`config.mk`:
```
export PLATFORM = sky130hd
export DESIGN_NAME = ni_target_resp_router_flat
export DESIGN_NICKNAME = d
export VERILOG_FILES = /design/src/rtl/ni_target_resp_router_if.sv /design/src/rtl/ni_target_resp_router.sv /design/src/flat_wrapper.sv
export SDC_FILE = /design/constraint.sdc
export NUM_CORES = 1
export LEC_CHECK = 0
export CORE_MARGIN = 2
export CORE_UTILIZATION = 40
export CTS_CLUSTER_SIZE = 20
export DETAILED_ROUTE_END_ITERATION = 8
export PLACE_DENSITY = 0.75
export SYNTH_ARGS = -nofsm -noshare
export SYNTH_HDL_FRONTEND = slang
export SYNTH_SLANG_ARGS = --single-unit
```
`constraint.sdc`:
```
create_clock -name clock -period 2.8 [get_ports clock]
set_clock_uncertainty 0.05 [all_clocks]
set_input_delay 0.7 -clock clock [delete_from_list [all_inputs] [get_ports clock]]
set_output_delay 0.7 -clock clock [all_outputs]
set_load 0.02 [all_outputs]
```
`src/rtl/ni_target_resp_router_if.sv`:
```
// rtl/ni_target_resp_router_if.sv - request capture / response route bundle for the NI target response router.
// err_count is present only when NI_TGT_ROUTE_ERRCNT_EN is defined.
interface ni_target_resp_router_if #(
    parameter int SRC_W  = 4,
    parameter int TID_W  = 4,
    parameter int PATH_W = 7
);
    logic              req_valid;
    logic              req_ready;
    logic [SRC_W-1:0]  req_source;
    logic [TID_W-1:0]  req_tid;
    logic              route_valid;
    logic              route_ready;
    logic [PATH_W-1:0] route_path;
    logic [SRC_W-1:0]  route_dest;
    logic [TID_W-1:0]  route_tid;
    logic              failed_decoding;
    logic [4:0]        outstanding;
`ifdef NI_TGT_ROUTE_ERRCNT_EN
    logic [7:0]        err_count;
`endif

    modport master (
        output req_valid, req_source, req_tid, route_ready,
        input  req_ready, route_valid, route_path, route_dest, route_tid,
        input  failed_decoding,
`ifdef NI_TGT_ROUTE_ERRCNT_EN
        input  err_count,
`endif
        input  outstanding
    );

    modport slave (
        input  req_valid, req_source, req_tid, route_ready,
        output req_ready, route_valid, route_path, route_dest, route_tid,
        output failed_decoding,
`ifdef NI_TGT_ROUTE_ERRCNT_EN
        output err_count,
`endif
        output outstanding
    );
endinterface

```
`src/rtl/ni_target_resp_router.sv`:
```
// rtl/ni_target_resp_router.sv - in-order outstanding-transaction FIFO returning response routes to initiators.
// Optional decode-error counter enabled by NI_TGT_ROUTE_ERRCNT_EN.
module ni_target_resp_router #(
    parameter int DEPTH  = 4,
    parameter int SRC_W  = 4,
    parameter int TID_W  = 4,
    parameter int PATH_W = 7
) (
    input logic                    clock,
    input logic                    reset,
    ni_target_resp_router_if.slave bus
);
    localparam int PTR_W = $clog2(DEPTH);
    localparam int CNT_W = PTR_W + 1;

    logic [SRC_W-1:0]  src_mem_q [DEPTH];
    logic [TID_W-1:0]  tid_mem_q [DEPTH];
    logic [PTR_W-1:0]  wr_ptr_q, wr_ptr_d;
    logic [PTR_W-1:0]  rd_ptr_q, rd_ptr_d;
    logic [CNT_W-1:0]  count_q, count_d;

    logic              full;
    logic              empty;
    logic              push;
    logic              pop;
    logic [SRC_W-1:0]  head_src;
    logic [TID_W-1:0]  head_tid;
    logic [PATH_W-1:0] head_path;
    logic              head_miss;

    // req_ready looks only at full, so a same-cycle pop never opens a slot
    assign full  = (count_q == CNT_W'(DEPTH));
    assign empty = (count_q == '0);
    assign push  = bus.req_valid && !full;
    assign pop   = bus.route_ready && !empty;

    always_comb begin
        wr_ptr_d = wr_ptr_q;
        rd_ptr_d = rd_ptr_q;
        count_d  = count_q;
        if (push) begin
            wr_ptr_d = wr_ptr_q + PTR_W'(1);
        end
        if (pop) begin
            rd_ptr_d = rd_ptr_q + PTR_W'(1);
        end
        case ({push, pop})
            2'b10:   count_d = count_q + CNT_W'(1);
            2'b01:   count_d = count_q - CNT_W'(1);
            default: count_d = count_q;
        endcase
    end

    always_ff @(posedge clock) begin
        if (reset) begin
            wr_ptr_q <= '0;
            rd_ptr_q <= '0;
            count_q  <= '0;
        end else begin
            wr_ptr_q <= wr_ptr_d;
            rd_ptr_q <= rd_ptr_d;
            count_q  <= count_d;
        end
    end

    always_ff @(posedge clock) begin
        if (!reset && push) begin
            src_mem_q[wr_ptr_q] <= bus.req_source;
            tid_mem_q[wr_ptr_q] <= bus.req_tid;
        end
    end

    assign head_src = src_mem_q[rd_ptr_q];
    assign head_tid = tid_mem_q[rd_ptr_q];

    // Fixed return table: source ID -> hop list back to the initiator
    always_comb begin
        head_path = '0;
        head_miss = 1'b0;
        case (head_src)
            SRC_W'(4'h0): head_path = PATH_W'(7'b0000000);
            SRC_W'(4'h1): head_path = PATH_W'(7'b0000000);
            SRC_W'(4'h5): head_path = PATH_W'(7'b0000001);
            SRC_W'(4'hb): head_path = PATH_W'(7'b0000010);
            SRC_W'(4'h8): head_path = PATH_W'(7'b0000011);
            SRC_W'(4'hc): head_path = PATH_W'(7'b0000111);
            default:      head_miss = 1'b1;
        endcase
    end

    always_comb begin
        bus.route_path      = '0;
        bus.route_dest      = '0;
        bus.route_tid       = '0;
        bus.failed_decoding = 1'b0;
        if (!empty) begin
            bus.route_path      = head_path;
            bus.route_dest      = head_src;
            bus.route_tid       = head_tid;
            bus.failed_decoding = head_miss;
        end
    end

    assign bus.req_ready   = !full;
    assign bus.route_valid = !empty;
    assign bus.outstanding = 5'(count_q);

`ifdef NI_TGT_ROUTE_ERRCNT_EN
    logic [7:0] err_count_q, err_count_d;

    always_comb begin
        err_count_d = err_count_q;
        if (pop && head_miss && err_count_q != 8'hff) begin
            err_count_d = err_count_q + 8'd1;
        end
    end

    always_ff @(posedge clock) begin
        if (reset) begin
            err_count_q <= '0;
        end else begin
            err_count_q <= err_count_d;
        end
    end

    assign bus.err_count = err_count_q;
`endif
endmodule
```
`src/flat_wrapper.sv`:
```
// flat-port wrapper written by rule: the top's interface ports become plain ports
module ni_target_resp_router_flat 
#(
    parameter int DEPTH  = 4,
    parameter int SRC_W  = 4,
    parameter int TID_W  = 4,
    parameter int PATH_W = 7
)
  (clock, reset, bus_req_valid, bus_req_source, bus_req_tid, bus_route_ready, bus_req_ready, bus_route_valid, bus_route_path, bus_route_dest, bus_route_tid, bus_failed_decoding, bus_outstanding);
  ni_target_resp_router_if #(.SRC_W(SRC_W), .TID_W(TID_W), .PATH_W(PATH_W)) bus_i ();
  input logic clock;
  input logic reset;
  input wire logic [$bits(bus_i.req_valid)-1:0] bus_req_valid;
  input wire logic [$bits(bus_i.req_source)-1:0] bus_req_source;
  input wire logic [$bits(bus_i.req_tid)-1:0] bus_req_tid;
  input wire logic [$bits(bus_i.route_ready)-1:0] bus_route_ready;
  output wire logic [$bits(bus_i.req_ready)-1:0] bus_req_ready;
  output wire logic [$bits(bus_i.route_valid)-1:0] bus_route_valid;
  output wire logic [$bits(bus_i.route_path)-1:0] bus_route_path;
  output wire logic [$bits(bus_i.route_dest)-1:0] bus_route_dest;
  output wire logic [$bits(bus_i.route_tid)-1:0] bus_route_tid;
  output wire logic [$bits(bus_i.failed_decoding)-1:0] bus_failed_decoding;
  output wire logic [$bits(bus_i.outstanding)-1:0] bus_outstanding;
  assign bus_i.req_valid = bus_req_valid;
  assign bus_i.req_source = bus_req_source;
  assign bus_i.req_tid = bus_req_tid;
  assign bus_i.route_ready = bus_route_ready;
  assign bus_req_ready = bus_i.req_ready;
  assign bus_route_valid = bus_i.route_valid;
  assign bus_route_path = bus_i.route_path;
  assign bus_route_dest = bus_i.route_dest;
  assign bus_route_tid = bus_i.route_tid;
  assign bus_failed_decoding = bus_i.failed_decoding;
  assign bus_outstanding = bus_i.outstanding;
  ni_target_resp_router #(.DEPTH(DEPTH), .SRC_W(SRC_W), .TID_W(TID_W), .PATH_W(PATH_W)) u_core (.clock(clock), .reset(reset), .bus(bus_i));
endmodule
```
# ---- Word-level counts from Yosys, hierarchy flattened
# Memories as Yosys holds them, arrays and structs flattened. A register that Yosys moved wholly into a read port is not among the register bits.
# Cells that the tools add are included.
dict set report classes {
  n_mux 13
  eq_ne 8
  n_reduce_logical 10
  addsub 4
}
# op n
set ops {}
lappend ops {{equality test 4 bit, second input constant} 3}
lappend ops {{case mux 3 bit (4 select lines)} 1}
lappend ops {{2-to-1 mux 2 bit} 4}
lappend ops {{2-to-1 mux 4 bit} 2}
lappend ops {{case mux 3 bit (2 select lines)} 1}
lappend ops {{OR reduction 6 bit} 1}
lappend ops {{adder 2 x 1 -> 2 bit, second input constant} 2}
lappend ops {{equality test 4 x 1 -> 1 bit, second input constant} 1}
lappend ops {{equality test 4 x 3 -> 1 bit, second input constant} 1}
lappend ops {{logical NOT 4 bit} 1}
lappend ops {{2-to-1 mux 1 bit} 4}
lappend ops {{adder 3 x 1 -> 3 bit, second input constant} 1}
lappend ops {{equality test 3 bit, second input constant} 1}
lappend ops {{logical AND 1 bit} 3}
lappend ops {{logical NOT 1 bit} 3}
lappend ops {{logical NOT 3 bit} 1}
lappend ops {{2-to-1 mux 3 bit} 1}
lappend ops {{subtractor 3 x 1 -> 3 bit, second input constant} 1}
lappend ops {{equality test 2 x 1 -> 1 bit, second input constant} 1}
lappend ops {{equality test 2 bit, second input constant} 1}
lappend ops {{nonzero test 2 bit} 1}
dict set report totals {
  ram_bits 32
  regBits 7
  inputBits 12
  word_cells 40
  output_inout_bits 23
  memories 2
}
# memory depth width rd rd_ports_with_merged_regs wr line
set mem_list {}
lappend mem_list {u_core.src_mem_q 4 4 1 1 1 ni_target_resp_router.sv:16} ;# logic [SRC_W-1:0] src_mem_q [DEPTH];
lappend mem_list {u_core.tid_mem_q 4 4 1 1 1 ni_target_resp_router.sv:17} ;# logic [TID_W-1:0] tid_mem_q [DEPTH];

# ---- Logic depth before layout (Yosys ltp)
# Gate-level depths: netlist (run 1).
dict set report logic_depth {
  depth_word 6
  ltp_mapped 9
  depth_no_buf 9
}

# ---- Least setup slack after synthesis (run 1)
# Ideal clock, no wire load.
dict set report synth_timing {
  kind {flip-flop to output port}
  startpoint {register (tool-made name)}
  endpoint {output port bus_failed_decoding}
  n_path_buf 1
  path_slack_ps 308
  stages_incl_launch_ff 5
  t_required_ps 2050
  arrival_time_ps 1742
  path_cell_list {dfxtp_1 buf_6 mux4_2 or3b_1 a211oi_2}
}
# item line
set synth_lines {}
lappend synth_lines {{end, declared} flat_wrapper.sv:22} ;# output wire logic [$bits(bus_i.failed_decoding)-1:0] bus_failed_decoding;

==> metrics.txt, run 1 <==
status=complete, no violations; vias=1084; WP data arrival=1.95 ns; n_diodes=0; placed instance count=208; utilization after layout=0.524; largest net degree at the start of global routing=14; Clock Path Buffers=2; hold depth=2; Fillers=383; Finished Layout Cells=216; setup TNS=0 ns; Clock Pin Slew Worst Setup and Hold Paths=0.07 ns; vias in the first global route=1134; routed vias/inst=5.02; # nets final=181; met1 WL=1.35 mm; Pleak=0.882 nW; detailed placement HPWL=2.44 mm; ys async rst share=0; final cycle utilization of the critical path=0.963; CORE AREA=0.00438 mm²; commonest non-fill, non-tap cell in the layout=edfxtp_1; CP startpoint kind=register; initial antenna violation count=0; WL final=3.24 mm; met2 wire length=1.62 mm; CTS sink cnt=41; GR Overflow Total=0; Chip Height=71.8 µm; setup slack on the worst flop-to-flop path=0.31 ns; Remaining DRCs=0; Post-Synthesis Mean Instance Area=14.8 µm²; class of the worst hold path=reg2reg; DR top layer=met4; maxcap violations=0; Total Routing Usage GR=0.134; RR Startpoint=u_core.count_q[2]$_SDFFE_PP0P_; Iter 0 DRT Violations=28; Antenna Nets Post-Route=0; EDFF count, synth=32; Syn. warnings=0; die area=0.00515 mm²; Die Wd=71.8 µm; DR pass1 iterations=4; Setup violations, final=0; PD cells=931 mW/mm²; routed wl met3=203 µm; CTS H-tree depth=2; CP required=2.05 ns; GPL Wtd Cong=0.785; initial core utilization=0.419; Worst R2R End=u_core.count_q[2]$_SDFFE_PP0P_; CTS tree=yes; global-route wire length before repair=5.18 mm; Multi-input gate area=614 µm²; Hold Crit Start=u_core.wr_ptr_q[1]$_SDFFE_PP0P_; Max Clock Freq=371 MHz; Synth Register Bits=41; Port Buf Inserts=28; maximum vdd ir drop=407 µV; Mapped Area=0.00184 mm²; Rows=24; FF/Latch Area=0.00114 mm²; Final Hold Fails=0; Ports=35; sequential fraction of the synthesis area=0.621; critical path endpoint category=output port; commonest cells after routing, fill and taps aside=edfxtp_1, clkdlybuf4s50_1, inv_1; Root Buffer=clkbuf_8; top_reg_cell synth=edfxtp_1; Setup CP Type=reg2out; cts hold-fix bufs=0; Post-Syn Instances=124; Num CTS Buffers=5; crit path max fanout=4; Final Critical Period=2.70 ns; drt wl/cell=15.0 µm; Final Max Tran Viols=0; worst-skew pair later-pin latency=0.28 ns; Yosys cell types=33; worst slack, placed=-0.113 ns; R2R depth=9; layout cell share with drive strength beyond 1=0.152; P&R area growth vs syn=25.0%; fin worst setup slack=0.103 ns; Hold Path End=u_core.wr_ptr_q[1]$_SDFFE_PP0P_
-- how the worst max path moves through the flow --
stage | start | end | slack, ns | depth (start not counted)
finish | register | bus_failed_decoding | 0.10 | 4
global route | u_core.count_q[2]$_SDFFE_PP0P_ | bus_req_ready | -0.006 | 3
CTS | register | bus_route_path[1] | 0.01 | 5
detailed placement | register | bus_route_path[1] | -0.11 | 5
global placement | register | bus_failed_decoding | -0.09 | 4
floorplan | register | bus_failed_decoding | 0.31 | 4
-- metal layers --
layer | track usage | up-vias
li1 | - | 519
met1 | 0.153 | 516
met2 | 0.234 | 40
met3 | 0.0422 | 9
met4 | 0.0503 | 0
met5 | 0 | -
-- repair_timing --
action	CTS	global route
buffers inserted	0	0
pin swaps	0	0
resized for setup	21	6
gates cloned	0	0
setup endpoints to repair	12	4
-- worst max-delay path: stages, from the launching register on --
cell and delay [ns]:
dfxtp_4 0.38, mux4_2 0.50, or3b_1 0.41, a211oi_2 0.18
buf_2 0.19
-- cell usage after synthesis, drive strengths merged, types with 2 or more instances --
| cell type | count | share of area |
|---|---|---|
| and2 | 4 | 0.014 |
| o21ai | 3 | 0.0082 |
| inv | 9 | 0.018 |
| xor2 | 4 | 0.019 |
| buf | 7 | 0.031 |
| a211oi | 2 | 0.011 |
| nor2b | 8 | 0.027 |
| nor3 | 2 | 0.0054 |
| mux4 | 8 | 0.11 |
| edfxtp | 32 | 0.52 |
| a21oi | 5 | 0.014 |
| dfxtp | 9 | 0.098 |
| ha | 5 | 0.034 |
| nor2 | 7 | 0.014 |
| clkbuf | 3 | 0.0061 |
| nand3 | 2 | 0.0054 |
-- cell families (layout without fill, tap and decap cells) --
kind of cell / count (synthesis) / after routing / synth area share
DFF: 41 / 41 / 0.621
buffers and inverters: 19 / 54 / 0.0552
adders and majority gates: 6 / 6 / 0.0450
AOI/OAI and AO/OA: 13 / 13 / 0.0456
other: 1 / 6 / 0.00204
and+or+nand+nor: 32 / 32 / 0.102
muxes: 8 / 8 / 0.110
xor gates and xnor gates: 4 / 4 / 0.0191
-- registers in the layout, summed over array words and instances, names as in the netlist, named ones only --
| register | cells |
|---|---|
| u_core.src_mem_q | 16 |
| u_core.tid_mem_q | 16 |
| u_core.count_q | 3 |
| u_core.rd_ptr_q | 2 |
| u_core.wr_ptr_q | 2 |
-- per-stage QoR --
| step | hold WS [ns] | power (mW) | area, µm² |
|---|---|---|---|
| after floorplan | 0.434 | 1.34 | 1860 |
| after global placement | 0.446 | 1.71 | 2200 |
| after detailed placement | 0.472 | 1.75 | 2200 |
| after CTS | 0.482 | 2.15 | 2290 |
| after global routing | 0.515 | 2.27 | 2300 |
| final | 0.481 | 2.14 | 2300 |
-- final cells by class --
class | instances | share of cell area
tap | 52 | 0.0283
sequential | 41 | 0.499
clock inverter | 2 | 0.0153
clock buffer | 6 | 0.0316
timing repair buffer | 37 | 0.144
inverter | 9 | 0.0147
multi-input combinational | 69 | 0.268
-- power breakdown --
group / total (mW) / internal (mW) / switching (mW) / leakage, nW
Combinational: 0.895 / 0.426 / 0.470 / 0.461
Sequential: 0.788 / 0.723 / 0.0645 / 0.365
Clock: 0.454 / 0.264 / 0.190 / 0.0552
Total: 2.14 / 1.41 / 0.724 / 0.882
Power figures use the tool's default switching activity.
==> run 2: changes to the inputs <==
--- a/config.mk
+++ b/config.mk
@@ -5,11 +5,13 @@
 export SDC_FILE = /design/constraint.sdc
 export NUM_CORES = 1
 export LEC_CHECK = 0
+export CELL_PAD_IN_SITES_DETAIL_PLACEMENT = 1
+export CELL_PAD_IN_SITES_GLOBAL_PLACEMENT = 2
 export CORE_MARGIN = 2
-export CORE_UTILIZATION = 40
+export CORE_UTILIZATION = 35
 export CTS_CLUSTER_SIZE = 20
 export DETAILED_ROUTE_END_ITERATION = 8
-export PLACE_DENSITY = 0.75
+export PLACE_DENSITY = 0.88
 export SYNTH_ARGS = -nofsm -noshare
 export SYNTH_HDL_FRONTEND = slang
 export SYNTH_SLANG_ARGS = --single-unit
==> constraint.sdc (replaced) <==
create_clock -name clock -period 2.8 [get_ports clock]
set_clock_uncertainty 0.05 [all_clocks]
set_input_delay 0.42 -clock clock [delete_from_list [all_inputs] [get_ports clock]]
set_output_delay 0.42 -clock clock [all_outputs]
set_load 0.05 [all_outputs]
==> run 2 against run 1 <==
  * Non-clock buffer count is 7 lower
  * Total power is 11% higher
  * Sequential power hardly changed
  * Worst setup slack better by 0.072 ns
  * Highest routed layer unchanged
  * Via count is 2.3% lower
  * Sequential share of layout area is 0.61 points higher
  * Maximum frequency is 2.7% higher
  * Final area is 1.4% lower
==> metrics.txt, run 2 (synthesis gave the netlist of run 1 again) <==
setup TNS=0 ns (unchanged); CP startpoint kind=register; Total Routing Usage GR=0.124 (-0.00978); status=complete, no violations; PD cells=1040 mW/mm² (+12%); hold_ws=0.487 ns (+0.00618 ns); CTS H-tree depth=2 (unchanged); vias=1059 (-2.3%); Num CTS Buffers=5 (unchanged); CORE AREA=0.00507 mm² (+16%); largest net degree at the start of global routing=13 (-1); drt wl/cell=14.4 µm (-3.7%); Die Wd=76.4 µm (+6.5%); die area=0.00584 mm² (+13%); max incr delay on CP=0.66 ns (+0.16 ns); RSZ-0062 raised after global routing=no; layout cell share with drive strength beyond 1=0.166 (+0.0132); Setup violations, final=0 (unchanged); hold depth=2 (unchanged); WL final=3.27 mm (+1.2%); maximum vdd ir drop=370 µV (-9.1%); Final Hold Fails=0 (unchanged); Tot Pwr=2.36 mW (+11%); worst-path cell chain=buf_4 -> mux4_1 -> and4b_1 -> a211oi_2 -> buf_12; n_diodes=0 (unchanged); vias in the first global route=1122 (-1.1%); Port Buf Inserts=28 (unchanged); global-route wire length before repair=5.62 mm (+8.5%); Rows=26 (+8.3%); initial core utilization=0.362 (-0.0570); Setup CP Type=reg2out; cts hold-fix bufs=0 (unchanged); detailed placement HPWL=2.53 mm (+3.7%); DR pass1 iterations=4 (unchanged); routed vias/inst=4.67 (-7.0%); GPL Wtd Cong=0.696 (-11%); crit path max fanout=6 (+2); Iter 0 DRT Violations=12 (-57%); fin worst setup slack=0.175 ns (+0.0719 ns); worst-margin pin slew=0.511 ns; CP required=2.33 ns (+0.28 ns); Clock Path Buffers=2 (unchanged); worst-skew pair later-pin latency=0.28 ns (about the same); commonest cells after routing, fill and taps aside=edfxtp_1, clkdlybuf4s50_1, buf_4; setup slack on the worst flop-to-flop path=0.33 ns (+0.02 ns); initial antenna violation count=0 (unchanged); Post-CTS Setup Inserts=0 (unchanged); Slowest cell on crit path=mux4_1; final cycle utilization of the critical path=0.938 (-0.0257); commonest non-fill, non-tap cell in the layout=edfxtp_1; P&R area growth vs syn=23.2%; CTS tree=yes; Worst R2R End=u_core.count_q[2]$_SDFFE_PP0P_; class of the worst hold path=reg2reg; Slew Limit Headroom=0.658; # nets final=174 (-3.9%); R2R depth=9 (unchanged); Antenna Nets Post-Route=0 (unchanged); Ports=35 (unchanged); CTS sink cnt=41 (unchanged); Hold Path End=u_core.wr_ptr_q[1]$_SDFFE_PP0P_; WP data arrival=2.16 ns (+0.21 ns); GR Overflow Total=0 (unchanged); Root Buffer=clkbuf_8; Hold Crit Start=u_core.wr_ptr_q[1]$_SDFFE_PP0P_; worst slack, placed=0.344 ns (+0.457 ns); Max Clock Freq=381 MHz (+2.7%); Final Max Tran Viols=0 (unchanged); RR Startpoint=u_core.count_q[2]$_SDFFE_PP0P_; critical path endpoint category=output port; Remaining DRCs=0 (unchanged); Final Critical Period=2.63 ns (-0.0719 ns); maxcap violations=0 (unchanged); biggest regs=u_core.src_mem_q x16, u_core.tid_mem_q x16, u_core.count_q x3; Clock Pin Slew Worst Setup and Hold Paths=0.07 ns (about the same); Chip Height=76.4 µm (+6.5%); Pleak=0.822 nW (-6.8%)
run 2: area by class of cell:
type / instances / area [µm²]
fillers: 539 / 2810
flip-flops and latches: 41 / 1140
multi-input cells: 69 / 618
repair buffers: 30 / 300
well taps: 70 / 87.6
clock buffers: 7 / 76.3
inverters: 9 / 33.8
clock inverters: 1 / 5.00
run 2: worst max-delay path, delay by kind of cell, from the launching register on:
kind / cells / cell delay [ns]
mux: 1 / 0.66
flops: 1 / 0.41
buf+inv: 2 / 0.34
simple gates: 1 / 0.25
compound gates: 1 / 0.22
run 2: through the flow:
step	utilization	std cells	instance area [µm²]
after floorplan	-	129	1860
after global placement	0.430	219	2180
after detailed placement	0.430	219	2180
after CTS	0.446	227	2260
after global routing	0.446	227	2260
final	0.446	227	2260
run 2: how the worst max path moves through the flow:
stage	cells after the start	start	end	slack (ns)
finish	5	register	bus_failed_decoding	0.17
global route	9	u_core.count_q[2]$_SDFFE_PP0P_	u_core.count_q[2]$_SDFFE_PP0P_	0.04
CTS	5	register	bus_failed_decoding	0.03
detailed placement	5	register	bus_failed_decoding	0.34
global placement	5	register	bus_failed_decoding	0.40
floorplan	9	u_core.count_q[2]$_SDFFE_PP0P_	u_core.count_q[2]$_SDFFE_PP0P_	0.02
run 2: layer usage:
| metal | GRT usage | share of wire |
|---|---|---|
| met1 | 0.141 | 0.42 |
| met2 | 0.221 | 0.52 |
| met5 | 0 | 0 |
| met4 | 0.0618 | 0.020 |
| met3 | 0.0249 | 0.034 |
run 2: power breakdown:
| part | switching (mW) | leakage (nW) | total, mW | internal [mW] |
|---|---|---|---|---|
| logic | 0.775 | 0.415 | 1.22 | 0.448 |
| registers | 0.0671 | 0.365 | 0.788 | 0.721 |
| clock network | 0.179 | 0.0422 | 0.354 | 0.175 |
| total | 1.02 | 0.822 | 2.36 | 1.34 |
run 2: repair_timing:
item	in CTS	in global routing
resized for setup	0	1
hold endpoints to repair	0	0
endpoints found under the setup margin	0	1
